`src/rtl/regfile_debug_access.sv`:
```
// Debug-side access engine for the core register file.
// Takes one read/write request from the debug host, stalls the core,
// performs a single register-file access while halted, and returns the
// result on a separate response channel.
//
//   state     | meaning
//   ----------+-------------------------------------------------------
//   IDLE      | ready for a host request, core not stalled by us
//   WAIT_HALT | halt_req raised, waiting for halted (bounded by timeout)
//   ACCESS    | one cycle driving the register-file ports
//   RESP      | response held until the host takes it
module regfile_debug_access #(
    parameter int HALT_TIMEOUT = 16,
    localparam int CNT_W = (HALT_TIMEOUT > 0) ? $clog2(HALT_TIMEOUT + 1) : 1
) (
    input  logic        clk,
    input  logic        reset,
    input  logic        req_valid,
    output logic        req_ready,
    input  logic        req_write,
    input  logic [4:0]  req_addr,
    input  logic [31:0] req_wdata,
    output logic        resp_valid,
    input  logic        resp_ready,
    output logic [31:0] resp_rdata,
    output logic        resp_err,
    output logic        halt_req,
    input  logic        halted,
    output logic [4:0]  rf_ra,
    input  logic [31:0] rf_rd,
    output logic        rf_we,
    output logic [4:0]  rf_wa,
    output logic [31:0] rf_wd
);

    typedef enum logic [1:0] {
        IDLE,
        WAIT_HALT,
        ACCESS,
        RESP
    } state_t;

    // Terminal count of the halt wait; unused when the timeout is disabled.
    localparam logic [CNT_W-1:0] TC = (HALT_TIMEOUT > 0) ? CNT_W'(HALT_TIMEOUT - 1) : '0;

    state_t            state;
    state_t            state_next;
    logic              cap_write;
    logic [4:0]        cap_addr;
    logic [31:0]       cap_wdata;
    logic [CNT_W-1:0]  count;
    logic              accept;
    logic              resp_done;
    logic              timeout_hit;

    assign accept      = req_valid && req_ready;
    assign resp_done   = resp_valid && resp_ready;
    assign timeout_hit = (HALT_TIMEOUT != 0) && (count == TC);

    // The register-file address/data ports simply show the captured request;
    // rf_we alone decides whether a write happens.
    assign rf_ra = cap_addr;
    assign rf_wa = cap_addr;
    assign rf_wd = cap_wdata;

    // State register.
    always_ff @(posedge clk) begin
        if (reset) begin
            state <= IDLE;
        end else begin
            state <= state_next;
        end
    end

    // Next-state decode and combinational handshake/write-enable outputs.
    always_comb begin
        state_next = state;
        req_ready  = 1'b0;
        resp_valid = 1'b0;
        rf_we      = 1'b0;
        case (state)
            IDLE: begin
                req_ready = 1'b1;
                if (accept) begin
                    state_next = WAIT_HALT;
                end
            end
            WAIT_HALT: begin
                if (halted) begin
                    state_next = ACCESS;
                end else if (timeout_hit) begin
                    state_next = RESP;
                end
            end
            ACCESS: begin
                // Reset in this cycle must not leave a partial write behind.
                rf_we      = cap_write && (cap_addr != 5'd0) && !reset;
                state_next = RESP;
            end
            RESP: begin
                resp_valid = 1'b1;
                if (resp_done) begin
                    state_next = IDLE;
                end
            end
            default: begin
                state_next = IDLE;
            end
        endcase
    end

    // Request capture, halt request, timeout counter and response registers.
    always_ff @(posedge clk) begin
        if (reset) begin
            cap_write  <= 1'b0;
            cap_addr   <= 5'd0;
            cap_wdata  <= 32'd0;
            count      <= '0;
            halt_req   <= 1'b0;
            resp_rdata <= 32'd0;
            resp_err   <= 1'b0;
        end else begin
            case (state)
                IDLE: begin
                    if (accept) begin
                        cap_write <= req_write;
                        cap_addr  <= req_addr;
                        cap_wdata <= req_wdata;
                        count     <= '0;
                        halt_req  <= 1'b1;
                    end
                end
                WAIT_HALT: begin
                    // halted wins over the timeout in the same cycle.
                    if (!halted) begin
                        if (timeout_hit) begin
                            resp_err   <= 1'b1;
                            resp_rdata <= 32'd0;
                        end else begin
                            count <= count + 1'b1;
                        end
                    end
                end
                ACCESS: begin
                    resp_rdata <= cap_write ? 32'd0 : rf_rd;
                    resp_err   <= 1'b0;
                end
                RESP: begin
                    if (resp_done) begin
                        halt_req   <= 1'b0;
                        resp_rdata <= 32'd0;
                        resp_err   <= 1'b0;
                    end
                end
                default: begin
                    halt_req <= 1'b0;
                end
            endcase
        end
    end

endmodule

```
`config.mk`:
```
export PLATFORM = sky130hd
export DESIGN_NAME = regfile_debug_access
export DESIGN_NICKNAME = d
export VERILOG_FILES = /design/src/rtl/regfile_debug_access.sv
export SDC_FILE = /design/constraint.sdc
export NUM_CORES = 1
export LEC_CHECK = 0
export CORE_MARGIN = 5
export CORE_UTILIZATION = 37
export DETAILED_ROUTE_END_ITERATION = 7
export HOLD_SLACK_MARGIN = 0.1
export PLACE_DENSITY = 0.77
export SLEW_MARGIN = 5
export SYNTH_ARGS = -nofsm -noshare
export SYNTH_HDL_FRONTEND = slang
export SYNTH_SLANG_ARGS = --single-unit
```
`constraint.sdc`:
```
create_clock -name clk -period 1.8 [get_ports clk]
set_clock_uncertainty 0.05 [all_clocks]
set_input_delay 0.36 -clock clk [delete_from_list [all_inputs] [get_ports clk]]
set_output_delay 0.36 -clock clk [all_outputs]
set_load 0.05 [all_outputs]
```
==> metrics.txt <==
cell count after synthesis=381; RSZ-0062 raised after global routing=true; cell area after technology mapping=0.00317 mm2; overall fraction of global-route tracks in use=18.0%; gr ovfl total=0; placement row count=33; status=finished, violations left; top post-synthesis cells by area=dfxtp_1 (50%), nand2_1 (9.6%), nand2b_1 (6.9%), a21oi_1 (6.8%), nand3_1 (5.1%); starting density of the core=38.2%; Worst setup EP type=flip-flop; Post-layout nets=623; Setup CP Type=reg2reg; switch share=40.7%; Synth Area in XOR/XNOR=0.553%; WL per Instance=15.5 um; share of synthesized area occupied by flip-flops and latches=49.9%; area delta synth->final=63.9%; Final Hold Fails=0; die height=103 um; violated checks=negative setup slack; final cell area excluding filler cells=0.00519 mm2; proportion of power drawn by the clock network=19.0%; post-route antenna net violation count=0; most used standard cells in the synthesized netlist=nand2_1 (81), dfxtp_1 (79), a21oi_1 (43); I/O pin count=154; GP Congestion=0.749; Maximum Capacitance Violations=0; Pint=4540 uW; IO Port Bufs=153; number of clock sinks=79; Residual DRC=0; number of nets in the synthesized netlist=462; number of buffers on the longest clock path=2; Lkg Pwr=0.00211 uW; Final Routed Wirelength=10100 um; floorplan die area=0.0105 mm2; clock-pin transition on the worst setup and hold timing paths=80 ps; share of flip-flops with an asynchronous set or reset=0%; number of vias per cell=4.94; area after detailed placement=0.00467 mm2; Power, Total=7660 uW; Final period util=104%; classification of the worst-slack hold path=reg2reg; FF+latch count, synth=79; adder and majority cell fraction of the synthesized area=2.37%; slew at the pin with the worst max-slew slack=431 ps; TritonRoute pass-1 iters=4; pwr/cell area=1470 mW/mm2; pin count of the biggest net entering global routing=51; Slew Limit Fails=0; portion of total power attributed to combinational logic=52.5%; mean cell area of the mapped netlist=8.32 um2; antenna fix cells=0; via count of the first global-routing pass=3140; sum of net half-perimeters after detailed placement=6550 um; most frequently used cell type in the post-synthesis netlist=nand2_1; complex-gate fraction of the synthesized area=15.4%; Critical Path RT=2000 ps; Clock H-tree levels=3; Post-Synth Simple-Gate Area=25.0%; fraction of synthesized cell area taken by the top area cell type=49.9%; core box area=0.00830 mm2; insertion delay to the later sink of the worst-skew pair=330 ps; largest family of logic cells by synthesized area=simple AND/OR/NAND/NOR gates; Synth warnings=0; share of power burned in registers=28.4%; WP data arrival=2080 ps; first-pass GRT wire length=15100 um; fraction of final layout cells with drive strength greater than 1=26.3%; shortest clock period the worst path allows after layout=1880 ps; unique cell type count in the Yosys netlist=37; type of element launching the critical path=flip-flop; CTS root buffer=clkbuf_8; EDFF count, synth=0; antenna violations before repair=0; CP max FO=8; TritonCTS clock tree=yes; setup violators final=22; Final WS setup=-76.6 ps; Peak supply drop=0.735 mV; worst rel slew slack=71.3%; clock buffers created by TritonCTS=9; Die Width=103 um; via count=3224; Most used DFF post-synth=dfxtp_1; highest attainable clock frequency=0.533 GHz; net load switching power=3120 uW; mux cell area share after synthesis=0.671%; DRC violation total after the first TritonRoute iteration=98; biggest area consumer among synthesized cells=dfxtp_1
[what timing repair did]
item / CTS / global route
endpoints found under the setup margin: 33 / 35
resized for setup: 13 / 29
hold buffers: 0 / 0
endpoints found under the hold margin: 0 / 0
setup buffers: 7 / 4
gates cloned: 2 / 5
pin swaps: 2 / 4
[final timing paths]
path            start       endpoint  slack [ps]  cells past startpoint
max          count[0]  resp_rdata[4]         -80                      9
min          rf_wd[7]       rf_wd[7]         410                      2
max reg2reg  count[0]  resp_rdata[4]         -80                      9
min reg2reg  rf_wd[7]       rf_wd[7]         410                      2
[layout by cell type (no fill, tap or decap), drive strengths merged]
| master | netlist | layout |
|---|---|---|
| a31oi | 1 | 1 |
| a221oi | 1 | 1 |
| nand4b | 2 | 2 |
| a21oi | 43 | 43 |
| o21bai | 1 | 1 |
| clkdlybuf4s50 | 0 | 73 |
| nand4 | 1 | 1 |
| a22oi | 1 | 1 |
| mux2i | 1 | 1 |
| nor3b | 1 | 1 |
| nand3 | 32 | 32 |
| clkinv | 0 | 2 |
| o211ai | 1 | 1 |
| a21o | 2 | 2 |
| o211a | 1 | 1 |
| nor3 | 2 | 2 |
| and3 | 2 | 2 |
| dfxtp | 79 | 79 |
| a2bb2oi | 1 | 1 |
| nor2 | 9 | 9 |
| and2 | 1 | 1 |
| ha | 6 | 6 |
| clkbuf | 16 | 15 |
| nand2b | 35 | 35 |
| nand3b | 1 | 1 |
| xor2 | 2 | 2 |
| o2111ai | 2 | 2 |
| mux2 | 1 | 1 |
| o21ai | 33 | 33 |
| nand2 | 81 | 81 |
| buf | 17 | 106 |
| bufinv | 0 | 2 |
| or2b | 1 | 1 |
| inv | 4 | 5 |
[sequential cells by signal (all words and copies together) (netlist names)]
signal / cells
state: 2
count: 5
halt_req: 1
rf_ra: 5
cap_write: 1
rf_wd: 32
resp_err: 1
resp_rdata: 32
[power groups by stage]
| stage | Clock (uW) | Sequential, uW | Combinational [uW] |
|---|---|---|---|
| 2_1_floorplan | 0 | 2930 | 1400 |
| 3_3_place_gp | 0 | 2190 | 3000 |
| 3_5_place_dp | 0 | 2200 | 3050 |
| 4_1_cts | 1500 | 2180 | 3530 |
| 5_1_grt | 1580 | 2220 | 4260 |
| 6_report | 1460 | 2180 | 4020 |
[kinds of logic (layout without fill, tap and decap cells)]
family / count (synthesis) / after routing
AND/OR/NAND/NOR: 168 / 168
AO/OA/AOI/OAI: 87 / 87
multiplexers: 2 / 2
XOR/XNOR: 2 / 2
adder cells (fa/ha/maj): 6 / 6
buffers and inverters: 37 / 203
flip-flops: 79 / 79
[critical path, stage by stage, from the launching register on]
cell and delay [ps]:
dfxtp_4 370, ha_4 130, and3_4 190, ha_4 140
nand2b_4 60, a221oi_4 300, buf_6 200, buf_16 130
nand3_1 100, o21ai_1 120
[per-layer routing]
| metal | global-route usage (%) | part of all wire (%) | up-vias |
|---|---|---|---|
| met1 | 21.8 | 40 | 1479 |
| met3 | 7.71 | 12 | 12 |
| met4 | 5.45 | 1.4 | 0 |
| li1 | - | - | 1589 |
| met5 | 0 | 0 | - |
| met2 | 29.1 | 46 | 144 |
[final cells by class]
type | instances | area [um2]
clock buffers | 11 | 141
clock inverters | 5 | 78.8
fillers | 706 | 3110
inverters | 4 | 15.0
multi-input cells | 265 | 1470
flip-flops and latches | 79 | 1590
well taps | 105 | 131
repair buffers | 183 | 1770
[through the flow]
| stage | std cells | util (%) | hold WS (ps) | setup WS (ps) | setup TNS [ps] |
|---|---|---|---|---|---|
| after floorplan | 381 | - | 382 | -26.2 | -580 |
| after global placement | 618 | 56.3 | 389 | -14.4 | -59.6 |
| after detailed placement | 618 | 56.3 | 397 | -64.4 | -1310 |
| after CTS | 643 | 60.8 | 409 | -31.3 | -31.3 |
| after global routing | 652 | 62.6 | 429 | -128 | -2670 |
| final | 652 | 62.6 | 406 | -76.6 | -488 |
Note: power is estimated with default switching activity, not from simulation.
